**src/rtl/fetch_pkg.sv**
```systemverilog
// Shared types and constants for the instruction fetch stage.
package fetch_pkg;

    typedef struct packed {
        logic [31:0] pc;
        logic [31:0] inst;
    } fetch_entry_t;

    localparam int unsigned INST_BYTES = 4;
    // addi x0, x0, 0 -- what decode inserts when it needs a bubble
    localparam logic [31:0] NOP_INST = 32'h0000_0013;

endpackage

```
**src/rtl/fetch_queue_if.sv**
```systemverilog
// Fetch-stage bus: instruction-memory port, redirect input and decode handshake.
// Handshake: an entry transfers on any rising edge where out_valid && out_ready;
// out_valid never depends combinationally on out_ready or redirect_*.
interface fetch_queue_if #(
    parameter int DEPTH = 4
);
    logic [31:0]            imem_addr;
    logic [31:0]            imem_inst;
    logic                   redirect_valid;
    logic [31:0]            redirect_pc;
    logic                   out_valid;
    logic                   out_ready;
    logic [31:0]            out_inst;
    logic [31:0]            out_pc;
    logic [31:0]            out_pc_plus4;
    logic [$clog2(DEPTH):0] count;

    modport master (
        input  imem_inst, redirect_valid, redirect_pc, out_ready,
        output imem_addr, out_valid, out_inst, out_pc, out_pc_plus4, count
    );

    modport slave (
        output imem_inst, redirect_valid, redirect_pc, out_ready,
        input  imem_addr, out_valid, out_inst, out_pc, out_pc_plus4, count
    );
endinterface

```
**src/rtl/fetch_fifo.sv**
```systemverilog
// In-order circular buffer of fetched {pc, inst} entries; flush drops all entries
// by resetting the pointers, while reset also clears the storage.
module fetch_fifo
    import fetch_pkg::*;
#(
    parameter int DEPTH = 4
) (
    input  logic                   clk,
    input  logic                   reset,
    input  logic                   i_push,
    input  logic                   i_pop,
    input  logic                   i_flush,
    input  fetch_entry_t           i_data,
    output fetch_entry_t           o_head,
    output logic [$clog2(DEPTH):0] o_count,
    output logic                   o_full,
    output logic                   o_empty
);
    localparam int PTR_W = $clog2(DEPTH);

    fetch_entry_t     r_mem [DEPTH];
    logic [PTR_W-1:0] r_rd_ptr;
    logic [PTR_W-1:0] r_wr_ptr;
    logic [PTR_W:0]   r_count;

    // DEPTH is a power of two, so pointer increments wrap on their own.
    always_ff @(posedge clk) begin
        if (reset) begin
            r_rd_ptr <= '0;
            r_wr_ptr <= '0;
            r_count  <= '0;
            for (int i = 0; i < DEPTH; i++) begin
                r_mem[i] <= '0;
            end
        end else if (i_flush) begin
            r_rd_ptr <= '0;
            r_wr_ptr <= '0;
            r_count  <= '0;
        end else begin
            if (i_push) begin
                r_mem[r_wr_ptr] <= i_data;
                r_wr_ptr        <= r_wr_ptr + PTR_W'(1);
            end
            if (i_pop) begin
                r_rd_ptr <= r_rd_ptr + PTR_W'(1);
            end
            case ({i_push, i_pop})
                2'b10:   r_count <= r_count + (PTR_W+1)'(1);
                2'b01:   r_count <= r_count - (PTR_W+1)'(1);
                default: r_count <= r_count;
            endcase
        end
    end

    assign o_head  = r_mem[r_rd_ptr];
    assign o_count = r_count;
    assign o_full  = (r_count == (PTR_W+1)'(DEPTH));
    assign o_empty = (r_count == '0);

endmodule

```
**src/rtl/fetch_queue.sv**
```systemverilog
// Instruction fetch stage: owns the fetch PC, captures same-cycle imem data into
// an in-order queue and hands entries to decode; redirect flushes and restarts.
module fetch_queue
    import fetch_pkg::*;
#(
    parameter int          DEPTH    = 4,
    parameter logic [31:0] RESET_PC = 32'h0000_0000
) (
    input  logic          clk,
    input  logic          reset,
    fetch_queue_if.master bus
);
    logic [31:0]  r_fpc;
    fetch_entry_t w_head;
    fetch_entry_t w_wr_data;
    logic         w_full;
    logic         w_empty;
    logic         w_pop;
    logic         w_push;

    assign w_pop     = !w_empty && bus.out_ready;
    // A full queue still accepts a new word when the head leaves the same cycle.
    assign w_push    = !bus.redirect_valid && (!w_full || w_pop);
    assign w_wr_data = '{pc: r_fpc, inst: bus.imem_inst};

    always_ff @(posedge clk) begin
        if (reset) begin
            r_fpc <= RESET_PC;
        end else if (bus.redirect_valid) begin
            r_fpc <= {bus.redirect_pc[31:2], 2'b00};
        end else if (w_push) begin
            r_fpc <= r_fpc + 32'(INST_BYTES);
        end
    end

    fetch_fifo #(
        .DEPTH (DEPTH)
    ) u_fifo (
        .clk     (clk),
        .reset   (reset),
        .i_push  (w_push),
        .i_pop   (w_pop),
        .i_flush (bus.redirect_valid),
        .i_data  (w_wr_data),
        .o_head  (w_head),
        .o_count (bus.count),
        .o_full  (w_full),
        .o_empty (w_empty)
    );

    assign bus.imem_addr    = r_fpc;
    assign bus.out_valid    = !w_empty;
    assign bus.out_inst     = w_head.inst;
    assign bus.out_pc       = w_head.pc;
    assign bus.out_pc_plus4 = w_head.pc + 32'(INST_BYTES);

endmodule
```
**src/flat_wrapper.sv**
```systemverilog
// flat-port wrapper written by rule: the top's interface ports become plain ports
module fetch_queue_flat import fetch_pkg::*;
#(
    parameter int          DEPTH    = 4,
    parameter logic [31:0] RESET_PC = 32'h0000_0000
)
  (clk, reset, bus_imem_inst, bus_redirect_valid, bus_redirect_pc, bus_out_ready, bus_imem_addr, bus_out_valid, bus_out_inst, bus_out_pc, bus_out_pc_plus4, bus_count);
  fetch_queue_if #(.DEPTH(DEPTH)) bus_i ();
  input  logic clk;
  input  logic reset;
  input wire logic [$bits(bus_i.imem_inst)-1:0] bus_imem_inst;
  input wire logic [$bits(bus_i.redirect_valid)-1:0] bus_redirect_valid;
  input wire logic [$bits(bus_i.redirect_pc)-1:0] bus_redirect_pc;
  input wire logic [$bits(bus_i.out_ready)-1:0] bus_out_ready;
  output wire logic [$bits(bus_i.imem_addr)-1:0] bus_imem_addr;
  output wire logic [$bits(bus_i.out_valid)-1:0] bus_out_valid;
  output wire logic [$bits(bus_i.out_inst)-1:0] bus_out_inst;
  output wire logic [$bits(bus_i.out_pc)-1:0] bus_out_pc;
  output wire logic [$bits(bus_i.out_pc_plus4)-1:0] bus_out_pc_plus4;
  output wire logic [$bits(bus_i.count)-1:0] bus_count;
  assign bus_i.imem_inst = bus_imem_inst;
  assign bus_i.redirect_valid = bus_redirect_valid;
  assign bus_i.redirect_pc = bus_redirect_pc;
  assign bus_i.out_ready = bus_out_ready;
  assign bus_imem_addr = bus_i.imem_addr;
  assign bus_out_valid = bus_i.out_valid;
  assign bus_out_inst = bus_i.out_inst;
  assign bus_out_pc = bus_i.out_pc;
  assign bus_out_pc_plus4 = bus_i.out_pc_plus4;
  assign bus_count = bus_i.count;
  fetch_queue #(.DEPTH(DEPTH), .RESET_PC(RESET_PC)) u_core (.clk(clk), .reset(reset), .bus(bus_i));
endmodule
```
**config.mk**
```make
export PLATFORM = sky130hd
export DESIGN_NAME = fetch_queue_flat
export DESIGN_NICKNAME = d
export VERILOG_FILES = /design/src/rtl/fetch_pkg.sv /design/src/rtl/fetch_queue_if.sv /design/src/rtl/fetch_fifo.sv /design/src/rtl/fetch_queue.sv /design/src/flat_wrapper.sv
export SDC_FILE = /design/constraint.sdc
export NUM_CORES = 1
export LEC_CHECK = 0
export CORE_ASPECT_RATIO = 0.9
export CORE_MARGIN = 2
export CORE_UTILIZATION = 39
export DETAILED_ROUTE_END_ITERATION = 10
export PLACE_DENSITY = 0.58
export SLEW_MARGIN = 20
export SYNTH_ARGS = -nofsm -noshare
export SYNTH_HDL_FRONTEND = slang
export SYNTH_SLANG_ARGS = --single-unit
```
**constraint.sdc**
```tcl
create_clock -name clk -period 4.6 [get_ports clk]
set_clock_uncertainty 0.2 [all_clocks]
set_input_delay 1.38 -clock clk [delete_from_list [all_inputs] [get_ports clk]]
set_output_delay 1.38 -clock clk [all_outputs]
set_load 0.02 [all_outputs]
```
==> summary.md <==
| Metric | Value |
|---|---|
| Effective utilization at floorplan | `0.394` |
| Worst Path Arrival | `2.90 ns` |
| Via density | `4.99` |
| Antenna violations before repair | `1` |
| Total GRT Usage | `0.187` |
| CTS Buf Count | `31` |
| Crit-path leading delay family | `simple AND/OR/NAND/NOR gates` |
| Clock power frac | `0.391` |
| DP Worst Slack | `0.109 ns` |
| Post-detail-place hpwl | `19.5 mm` |
| Final worst-path setup slack | `0.123 ns` |
| Largest net degree at the start of global routing | `63` |
| Setup violators final | `0` |
| Core area | `0.0339 mm^2` |
| CTS Sinks | `287` |
| Sw power | `1.46 mW` |
| Die area | `0.0358 mm^2` |
| CTS tree | `done` |
| Hold_buf cts | `0` |
| FMAX | `223 MHz` |
| CP endpoint | `bus_out_pc_plus4[30]` |
| Post-Route WL | `33.1 mm` |
| Clock Latency Late Sink | `0.57 ns` |
| IO Pins | `200` |
| WL/cell | `20.1 um` |
| Highest cell delay on the worst timing path | `0.50 ns` |
| Grt total ovfl | `0` |
| Synth Cell Area | `0.0134 mm^2` |
| Gate power share | `0.115` |
| Worst R2R Setup Slack | `1.70 ns` |
| Max VDD drop | `0.249 mV` |
| Remaining antenna violation count after routing | `0` |
| Placed instance area | `0.0158 mm^2` |
| H-tree level count | `1` |
| Max-cap violations | `0` |
| Share of post-route cells with drive strength above 1 | `0.159` |
| Status | `complete, no violations` |
| Final core occ | `0.502` |
| Clock tree buffer depth | `3` |
| Switching Share | `0.237` |
| Rows | `64` |
| Synth Warn # | `0` |
| DRT Pass-1 Iters | `5` |
| Slowest CP cell | `or4b_4` |
| WP buf/inv | `3` |
| Gpl congestion | `0.773` |
| Slew Limit Headroom | `0.393` |
| Worst min path class | `flop to flop` |
| Slew Limit Fails | `0` |
| Nets | `1228` |
| Worst path depth | `8` |
| Mapped Avg Cell Area | `14.1 um^2` |
| Critical path fanouts, max | `13` |
| First-pass GRT wire length | `51.4 mm` |
| Tmin final | `4.48 ns` |
| Leakage | `6.07 nW` |
| Final hold vios | `0` |
| Synth Register Bits | `287` |
| Register area share after synthesis | `0.616` |
| Critical Path Source Type | `flop` |
| FF-to-FF End | `u_core.bus.imem_addr[26]` |
| Vias in the first global route | `8639` |
| Chip Height | `180 um` |
| Yosys cell types | `44` |
| Worst R2R Start | `u_core.bus.imem_addr[4]` |
| Internal power | `4.70 mW` |
| Syn Inst Count | `951` |
| Via Count | `8200` |
| Worst-Margin Slew | `0.907 ns` |
| CTS clk-pin slew, worst paths | `0.06 ns` |
| Die X | `199 um` |
| Clk root buf | `clkbuf_16` |
| I/O Buffers | `191` |
| Crit path kind | `flop to primary output` |
| Final instance area | `0.0170 mm^2` |
| PwrDens | `362 mW/mm^2` |
| Synth-to-Final Area Change | `27.3%` |
| Final period util | `0.973` |
| Share of power burned in registers | `0.494` |
| Initial DRC count | `422` |
| DRC errors left | `0` |
| Reg2Reg Depth | `5` |
| CP required | `3.02 ns` |
| Critical Path Sink Type | `primary output` |
| Worst path cell trace | `buf_12, mux4_2, nand4_4, or4b_4, buf_6, nor4_2, xnor2_1, buf_2` |
[power by group through the flow]
stage / Combinational [mW] / Sequential, mW / Clock, mW
2_1_floorplan: 0.356 / 3.09 / 0
3_3_place_gp: 0.702 / 3.10 / 0
3_5_place_dp: 0.704 / 3.10 / 0
4_1_cts: 0.706 / 3.05 / 2.46
5_1_grt: 0.761 / 3.06 / 2.54
6_report: 0.710 / 3.04 / 2.41
[metal layers]
metal	track usage	up-vias	wire length (um)
li1	-	3870	-
met4	0.0388	2	561
met5	0	-	11
met2	0.307	213	15900
met1	0.261	4071	14900
met3	0.0341	44	1720
[cell usage after synthesis (all sizes together)]
cell	n	area [um^2]
clkbuf	46	173
o22ai	2	12.5
and3	5	31.3
nor3b	3	32.5
or3	5	36.3
nor3	14	85.1
o21ai	3	15.0
xnor2	47	412
a311oi	2	17.5
nor2	49	184
conb	1	3.75
nor4b	2	17.5
nor4	19	150
fa	1	20.0
a31o	1	8.76
nand2	28	108
dfxtp	39	781
or4b	2	20.0
buf	23	174
a211oi	20	150
mux2i	2	20.0
ha	3	37.5
edfxtp	248	7450
xor2	14	123
nand3	17	85.1
or2	4	25.0
nand4	18	125
nand2b	1	6.26
and4	5	43.8
inv	14	52.6
a21oi	7	35.0
and2	244	1530
mux4	62	1400
[cell usage in the layout, fill, tap and decap left out, types with 4 or more instances in the layout]
cell             Yosys  routed
edfxtp_1           248     248
and2_1             244     243
clkdlybuf4s50_1      0     166
mux4_2              60      60
xnor2_1             47      47
nor2_1              49      46
buf_4                9      43
dfxtp_1             39      37
clkbuf_16            0      31
nand2_1             27      27
a211oi_1            20      20
nand4_1             16      16
nand3_1             17      16
inv_1               14      14
xor2_1              14      14
nor4_1              14      14
dlygate4sd2_1        0      11
nor3_1              11       9
clkbuf_1            46       8
a21oi_1              7       7
conb_1               1       6
nor3_2               3       5
and3_1               5       5
and4_1               5       5
clkinv_1             0       5
or3_1                4       4
dlymetal6s2s_1       0       4
[through the flow]
stage / total power [mW] / std cells / setup TNS, ns / hold slack [ns]
after floorplan: 3.44 / 956 / 0 / 0.285
after global placement: 3.80 / 1570 / 0 / 0.306
after detailed placement: 3.81 / 1570 / 0 / 0.326
after CTS: 6.21 / 1635 / -0.319 / 0.341
after global routing: 6.37 / 1641 / -0.00274 / 0.387
final: 6.16 / 1642 / 0 / 0.339
[sequential cells by signal (all words and copies together) (netlist names), named ones only]
| name | count |
|---|---|
| u_core.bus.imem_addr | 30 |
| u_core.u_fifo.o_count | 3 |
| u_core.u_fifo.r_mem | 248 |
| u_core.u_fifo.r_rd_ptr | 2 |
| u_core.u_fifo.r_wr_ptr | 2 |
[final cells by class]
type,count,area (um^2)
Fill cell,2926,16900
Sequential cell,287,8240
Multi-Input combinational cell,586,4860
Timing Repair Buffer,236,2310
Clock buffer,39,806
Tap cell,462,578
Clock inverter,17,170
Inverter,14,52.6
Antenna cell,1,2.50
[worst min path at each step]
stage                              start                  endpoint  slack, ns  depth (start not counted)
2_1_floorplan  u_core.u_fifo.r_rd_ptr[1]                      flop       0.28                          2
3_3_place_gp   u_core.u_fifo.r_rd_ptr[1]                      flop       0.31                          2
3_5_place_dp   u_core.u_fifo.r_rd_ptr[0]                      flop       0.33                          2
4_1_cts        u_core.u_fifo.r_rd_ptr[0]                      flop       0.34                          2
5_1_grt        u_core.u_fifo.r_rd_ptr[1]                      flop       0.39                          2
6_report        u_core.u_fifo.o_count[2]  u_core.u_fifo.o_count[2]       0.34                          2
[timing repair]
action                     4_1_cts  5_1_grt
setup buffers                    9        3
setup endpoints to repair       24       15
resized for setup               45       21
pin swaps                        0        1
[worst reg2reg max path, cell delays in order, from the launching register on]
cell,delay [ns]
dfxtp_1,0.58
and4_1,0.34
nand4_1,0.73
nor4b_1,0.64
xnor2_1,0.11
a211oi_1,0.22
[cells by family (layout without fill, tap and decap cells)]
logic type / Yosys count / after routing / synth area share
simple gates: 416 / 416 / 0.185
other cells: 1 / 7 / 0.000281
fa+ha+maj: 4 / 4 / 0.00431
mux: 64 / 64 / 0.107
compound gates: 35 / 35 / 0.0179
buf+inv: 83 / 306 / 0.0299
xor+xnor: 61 / 61 / 0.0400
flops: 287 / 287 / 0.616
Note: power is estimated with default switching activity, not from simulation.
